### config.mk
export PLATFORM = sky130hd
export DESIGN_NAME = miso_shift_tx_flat
export DESIGN_NICKNAME = d
export VERILOG_FILES = /design/src/rtl/spi_pkg.sv /design/src/rtl/miso_shift_tx_if.sv /design/src/rtl/spi_bit_counter.sv /design/src/rtl/miso_shift_tx.sv /design/src/flat_wrapper.sv
export SDC_FILE = /design/constraint.sdc
export NUM_CORES = 1
export LEC_CHECK = 0
export ABC_AREA = 1
export CORE_MARGIN = 3
export CORE_UTILIZATION = 35
export CTS_CLUSTER_SIZE = 28
export DETAILED_ROUTE_END_ITERATION = 12
export GPL_ROUTABILITY_DRIVEN = 0
export PLACE_DENSITY = 0.66
export SKIP_CTS_REPAIR_TIMING = 1
export SKIP_LAST_GASP = 1
export SYNTH_ARGS = -nofsm -noshare
export SYNTH_HDL_FRONTEND = slang
export SYNTH_SLANG_ARGS = --single-unit
export TNS_END_PERCENT = 100
### constraint.sdc
create_clock -name clk -period 1.55 [get_ports clk]
set_input_delay 0.2325 -clock clk [delete_from_list [all_inputs] [get_ports clk]]
set_output_delay 0.2325 -clock clk [all_outputs]
set_load 0.1 [all_outputs]
### src/rtl/spi_pkg.sv
// Shared SPI slave definitions: FSM state encoding and default frame
// constants. The MOSI receive path uses the same defaults.
package spi_pkg;

  typedef enum logic [1:0] {
    IDLE   = 2'd0,
    LOADED = 2'd1,
    SHIFT  = 2'd2,
    DUMMY  = 2'd3
  } spi_state_e;

  localparam int   SPI_WIDTH      = 8;
  localparam logic SPI_IDLE_LEVEL = 1'b0;

endpackage

### src/rtl/miso_shift_tx_if.sv
// Parallel word handshake into the MISO transmit path.
// The producer drives tx_data/tx_valid; the transmitter drives tx_ready.
interface miso_shift_tx_if #(
  parameter int WIDTH = 8
);

  logic [WIDTH-1:0] tx_data;
  logic             tx_valid;
  logic             tx_ready;

  modport master (
    output tx_data,
    output tx_valid,
    input  tx_ready
  );

  modport slave (
    input  tx_data,
    input  tx_valid,
    output tx_ready
  );

endinterface

### src/rtl/spi_bit_counter.sv
// Frame bit counter shared by the SPI transmit and receive paths.
// wrap flags the increment that would reach WIDTH; the counter then
// returns to 0 instead, so a full frame always ends with count = 0.
module spi_bit_counter #(
  parameter int WIDTH = 8,
  parameter int CW    = $clog2(WIDTH + 1)
) (
  input  logic          clk,
  input  logic          rst,
  input  logic          clear,
  input  logic          inc,
  output logic [CW-1:0] count,
  output logic          wrap
);

  logic [CW-1:0] count_q;

  assign wrap  = inc && (count_q == CW'(WIDTH - 1));
  assign count = count_q;

  // Count strobes within a frame; clear has priority over increment.
  always_ff @(posedge clk or posedge rst) begin
    if (rst) begin
      count_q <= '0;
    end else if (clear || wrap) begin
      count_q <= '0;
    end else if (inc) begin
      count_q <= count_q + CW'(1);
    end
  end

endmodule

### src/rtl/miso_shift_tx.sv
// SPI slave MISO transmit path: one-word holding buffer fed by a
// valid/ready handshake, shifted out MSB-first on each SCLK rising-edge
// strobe while cs_n is low.
// Optional build macro MISO_TRISTATE_EN adds miso_oe (registered !cs_n)
// and releases miso to high-impedance while miso_oe is low.
//
// state  | meaning
// IDLE   | no frame in progress, shift register holds nothing to send
// LOADED | word in shift register, MSB presented, no strobe seen yet
// SHIFT  | word partially shifted out
// DUMMY  | frame started with no data; counting strobes to stay aligned
module miso_shift_tx
  import spi_pkg::*;
#(
  parameter int   WIDTH      = SPI_WIDTH,
  parameter logic IDLE_LEVEL = SPI_IDLE_LEVEL
) (
  input  logic                  clk,
  input  logic                  rst,
  input  logic                  sclk_pos_edge,
  input  logic                  cs_n,
  miso_shift_tx_if.slave        tx_if,
  output logic                  miso,
  output logic                  frame_done,
  output logic                  underrun,
  output logic                  abort
`ifdef MISO_TRISTATE_EN
  ,
  output logic                  miso_oe
`endif
);

  localparam int CW = $clog2(WIDTH + 1);

  spi_state_e       state_q, state_d;
  logic [WIDTH-1:0] shift_q, shift_d;
  logic [WIDTH-1:0] hold_q;
  logic             hold_full_q;
  logic             frame_done_q, frame_done_d;
  logic             underrun_q, underrun_d;
  logic             abort_q, abort_d;

  logic             strobe;
  logic             accept;
  logic             do_load;
  logic             cnt_clear;
  logic             cnt_inc;
  logic             cnt_wrap;
  logic [CW-1:0]    bit_cnt;
  logic             miso_int;

  assign strobe = sclk_pos_edge && !cs_n;
  assign accept = tx_if.tx_valid && !hold_full_q;

  spi_bit_counter #(
    .WIDTH (WIDTH)
  ) u_bit_counter (
    .clk   (clk),
    .rst   (rst),
    .clear (cnt_clear),
    .inc   (cnt_inc),
    .count (bit_cnt),
    .wrap  (cnt_wrap)
  );

  // Holding buffer: filled by the handshake, emptied by a transfer.
  // Accept needs empty and transfer needs full, so they never collide.
  always_ff @(posedge clk or posedge rst) begin
    if (rst) begin
      hold_q      <= '0;
      hold_full_q <= 1'b0;
    end else if (accept) begin
      hold_q      <= tx_if.tx_data;
      hold_full_q <= 1'b1;
    end else if (do_load) begin
      hold_full_q <= 1'b0;
    end
  end

  // State, shift register and event pulse registers.
  always_ff @(posedge clk or posedge rst) begin
    if (rst) begin
      state_q      <= IDLE;
      shift_q      <= '0;
      frame_done_q <= 1'b0;
      underrun_q   <= 1'b0;
      abort_q      <= 1'b0;
    end else begin
      state_q      <= state_d;
      shift_q      <= shift_d;
      frame_done_q <= frame_done_d;
      underrun_q   <= underrun_d;
      abort_q      <= abort_d;
    end
  end

  // Next-state logic; a strobe in IDLE wins over a pending transfer because
  // the master has already sampled the idle level for that bit.
  always_comb begin
    state_d      = state_q;
    shift_d      = shift_q;
    frame_done_d = 1'b0;
    underrun_d   = 1'b0;
    abort_d      = 1'b0;
    do_load      = 1'b0;
    cnt_clear    = 1'b0;
    cnt_inc      = 1'b0;
    unique case (state_q)
      IDLE: begin
        if (strobe) begin
          state_d    = DUMMY;
          underrun_d = 1'b1;
          cnt_inc    = 1'b1;
        end else if (hold_full_q) begin
          do_load = 1'b1;
        end
      end
      LOADED: begin
        cnt_clear = 1'b1;
        if (strobe) begin
          state_d   = SHIFT;
          shift_d   = {shift_q[WIDTH-2:0], 1'b0};
          cnt_clear = 1'b0;
          cnt_inc   = 1'b1;
        end else if (cs_n && hold_full_q) begin
          do_load = 1'b1;
        end
      end
      SHIFT: begin
        if (cs_n) begin
          state_d   = IDLE;
          shift_d   = '0;
          abort_d   = 1'b1;
          cnt_clear = 1'b1;
        end else if (strobe) begin
          cnt_inc = 1'b1;
          shift_d = {shift_q[WIDTH-2:0], 1'b0};
          if (cnt_wrap) begin
            frame_done_d = 1'b1;
            state_d      = IDLE;
            do_load      = hold_full_q;
          end
        end
      end
      DUMMY: begin
        if (cs_n && (bit_cnt != '0)) begin
          state_d   = IDLE;
          cnt_clear = 1'b1;
        end else if (strobe) begin
          cnt_inc = 1'b1;
          if (cnt_wrap) begin
            state_d = IDLE;
            do_load = hold_full_q;
          end
        end
      end
      default: begin
        state_d   = IDLE;
        cnt_clear = 1'b1;
      end
    endcase
    if (do_load) begin
      state_d = LOADED;
      shift_d = hold_q;
    end
  end

  // Output decode: data is presented only while a real word is in flight.
  always_comb begin
    miso_int = IDLE_LEVEL;
    if ((state_q == LOADED) || (state_q == SHIFT)) begin
      miso_int = shift_q[WIDTH-1];
    end
  end

  assign tx_if.tx_ready = !hold_full_q;
  assign frame_done     = frame_done_q;
  assign underrun       = underrun_q;
  assign abort          = abort_q;

`ifdef MISO_TRISTATE_EN
  logic miso_oe_q;

  // Output enable follows chip select one clock later.
  always_ff @(posedge clk or posedge rst) begin
    if (rst) begin
      miso_oe_q <= 1'b0;
    end else begin
      miso_oe_q <= !cs_n;
    end
  end

  assign miso_oe = miso_oe_q;
  assign miso    = miso_oe_q ? miso_int : 1'bz;
`else
  assign miso = miso_int;
`endif

endmodule

### src/flat_wrapper.sv
// flat-port wrapper written by rule: the top's interface ports become plain ports
module miso_shift_tx_flat import spi_pkg::*;
#(
  parameter int   WIDTH      = SPI_WIDTH,
  parameter logic IDLE_LEVEL = SPI_IDLE_LEVEL
)
  (clk, rst, sclk_pos_edge, cs_n, miso, frame_done, underrun, abort, tx_if_tx_data, tx_if_tx_valid, tx_if_tx_ready);
  miso_shift_tx_if #(.WIDTH(WIDTH)) tx_if_i ();
  input  logic clk;
  input  logic rst;
  input  logic sclk_pos_edge;
  input  logic cs_n;
  output logic miso;
  output logic frame_done;
  output logic underrun;
  output logic abort;
  input wire logic [$bits(tx_if_i.tx_data)-1:0] tx_if_tx_data;
  input wire logic [$bits(tx_if_i.tx_valid)-1:0] tx_if_tx_valid;
  output wire logic [$bits(tx_if_i.tx_ready)-1:0] tx_if_tx_ready;
  assign tx_if_i.tx_data = tx_if_tx_data;
  assign tx_if_i.tx_valid = tx_if_tx_valid;
  assign tx_if_tx_ready = tx_if_i.tx_ready;
  miso_shift_tx #(.WIDTH(WIDTH), .IDLE_LEVEL(IDLE_LEVEL)) u_core (.clk(clk), .rst(rst), .sclk_pos_edge(sclk_pos_edge), .cs_n(cs_n), .tx_if(tx_if_i), .miso(miso), .frame_done(frame_done), .underrun(underrun), .abort(abort));
endmodule
==> out/results.ini <==
[layout]
seq_area_um2 = 651.9
multi_input_area_um2 = 810.8
final_cell_area_um2 = 2105
final_common_cell = nand2_1
final_cell_mix = nand2_1 (43), dfrtp_1 (25), inv_1 (18), buf_4 (18), nand3_1 (16)
diodes = 0
drive_gt1_share_pct = 28.32
final_nets = 247
area_growth_pct = 43.88
postLayoutCoreUtil_pct = 54.61
fillers = 378

[placement]
portBuffers = 17
place_hpwl_um = 2218
placed_cell_area_um2 = 1881

[timing]
skew_ns = 0.003236
slew_violations = 0
setup-tns-final_ns = -0.1109
finalSetupViolations = 8
hold_violations = 0
hold_slack_ns = 0.2948
fin_crit_ns = 1.597
rsz0062_at_grt = yes
slew_headroom_pct = 76.90
setup_slack_ns = -0.04684
fin_crit_sh_pct = 103.0
worst_pin_slew_ns = 0.3464
max_freq_mhz = 626.2

[global_route]
met2_usage_pct = 21.93
met3_usage_pct = 2.557
grt_max_degree = 27
busiest_layer = met2
antenna_found_initial = 0
grt_use_met1_pct = 16.67
grt_pass1_vias = 1221
grt_first_pass_wirelength_um = 5306
grt_use_total_pct = 12.99
grt_overflow = 0

[clock_network]
cts_tree = built
htreeDepth = 1
clockRootBuffer = clkbuf_8
clk_pin_slew_ns = 0.10
numCtsBuffers = 3
cts.path.max_buffers = 2
clkSinkCount = 26
clock_latency_ns = 0.28

[critical_path]
cp_max_fo = 5
arrival_ns = 1.36
start_kind = register
cp.required_ns = 1.32
critPathCaptureType = output pin
crit_type = register to output pin

[power_and_ir_drop]
ir_drop_mv = 1.244
p_total_mw = 4.781
powerDensity_nw_per_um2 = 2272
p_leak_nw = 1.026

[yosys]
yosysWarnings = 0
synth_cell_type_count = 23
avgSynthCellArea_um2 = 7.906
syn_area_um2 = 1463
yosys_register_bits = 26
yosysSeqAreaShare_pct = 44.48
synth_nets = 205
synthCells = 185

[floorplanning]
die_area_um2 = 4991
start_util_pct = 37.95
io_pins = 18
rows = 22
die_h_um = 70.65
core-area_um2 = 3854
dieWidth_um = 70.65

[route]
ant_nets = 0
wirelength_um = 3268
first_pass_iters = 4
avgViaCountPerCell = 4.766
drc_errors = 0
vias = 1306
post_drt_wl_per_cell_um = 11.93
drtIter0Drc = 55

[status]
violations = negative setup slack
status = finished with violations

[job]
max_cap_viol_count = 0

[worst_hold_path]
hp-class = input port to async pin

## path summary, 6_finish.rpt
check                                  startpoint                 to  slack, ns  cells after the start
worst max-delay path            u_core.state_q[0]               miso      -0.05                      5
worst min-delay path                          rst   u_core.hold_q[0]       0.29                      3
worst max register to register  u_core.state_q[1]  u_core.shift_q[1]      -0.02                     10
worst min register to register   u_core.hold_q[2]   u_core.hold_q[2]       0.52                      2
max in group asynchronous                     rst  u_core.state_q[0]       0.97                      3
min in group clk                 tx_if_tx_data[0]   u_core.hold_q[0]       0.51                      3
## cells in the mapped netlist, drive strengths merged
cell type | count | share of area, %
nand2 | 49 | 14
buf | 2 | 1.4
o21ai | 9 | 3.1
clkinv | 2 | 0.51
nand3 | 24 | 9.4
dfrtp | 26 | 44
inv | 25 | 6.4
clkbuf | 1 | 0.26
nor2 | 16 | 4.8
o21a | 5 | 2.6
a21oi | 15 | 5.1
o211ai | 2 | 1.0
xor2 | 2 | 1.2
ha | 7 | 6.0
## final cells by class
class / instances / share of cell area, %
Timing Repair Buffer: 38 / 18.91
Clock buffer: 3 / 1.962
Inverter: 27 / 5.351
Multi-Input combinational cell: 131 / 38.53
Sequential cell: 26 / 30.97
Tap cell: 48 / 2.854
Clock inverter: 1 / 1.427
## per-layer routing
layer / wire (um) / vias to the layer above
li1: - / 678
met1: 1482 / 587
met2: 1604 / 36
met3: 141 / 5
met4: 39 / 0
met5: 0 / -
## where the power goes
part | total, mW | internal [mW] | leakage [nW] | switching (mW)
sequential | 1.19 | 0.984 | 0.310 | 0.205
combinational | 3.01 | 1.25 | 0.680 | 1.76
clock | 0.581 | 0.346 | 0.0357 | 0.235
total | 4.78 | 2.58 | 1.03 | 2.20
## worst max-delay path: stages, from the launching register on
cell,delay [ns]
dfrtp_2,0.46
inv_4,0.09
ha_4,0.21
nand2_4,0.07
clkinvlp_4,0.09
buf_12,0.17
## cells by family (layout without fill, tap and decap cells)
logic type	Yosys count	after routing	synth area share, %
AO/OA/AOI/OAI	31	31	11.80
AND/OR/NAND/NOR	89	91	27.97
adder cells (fa/ha/maj)	7	7	5.988
buffers and inverters	30	69	8.554
XOR/XNOR	2	2	1.198
flip-flops	26	26	44.48
## flip-flops by register name, summed over array words and instances, names as in the netlist
name	flops
u_core.u_bit_counter.count	4
u_core.frame_done	1
u_core.hold_full_q	1
u_core.shift_q	8
u_core.abort	1
u_core.state_q	2
u_core.underrun	1
u_core.hold_q	8
## per-stage QoR
step	instances	setup WS [ns]
6_report	274	-0.04684
5_1_grt	274	-0.1187
4_1_cts	268	-0.2344
3_5_place_dp	264	-0.1369
3_3_place_gp	264	-0.09987
2_1_floorplan	185	0.02714
No activity file was read; power rests on OpenSTA's default activity.
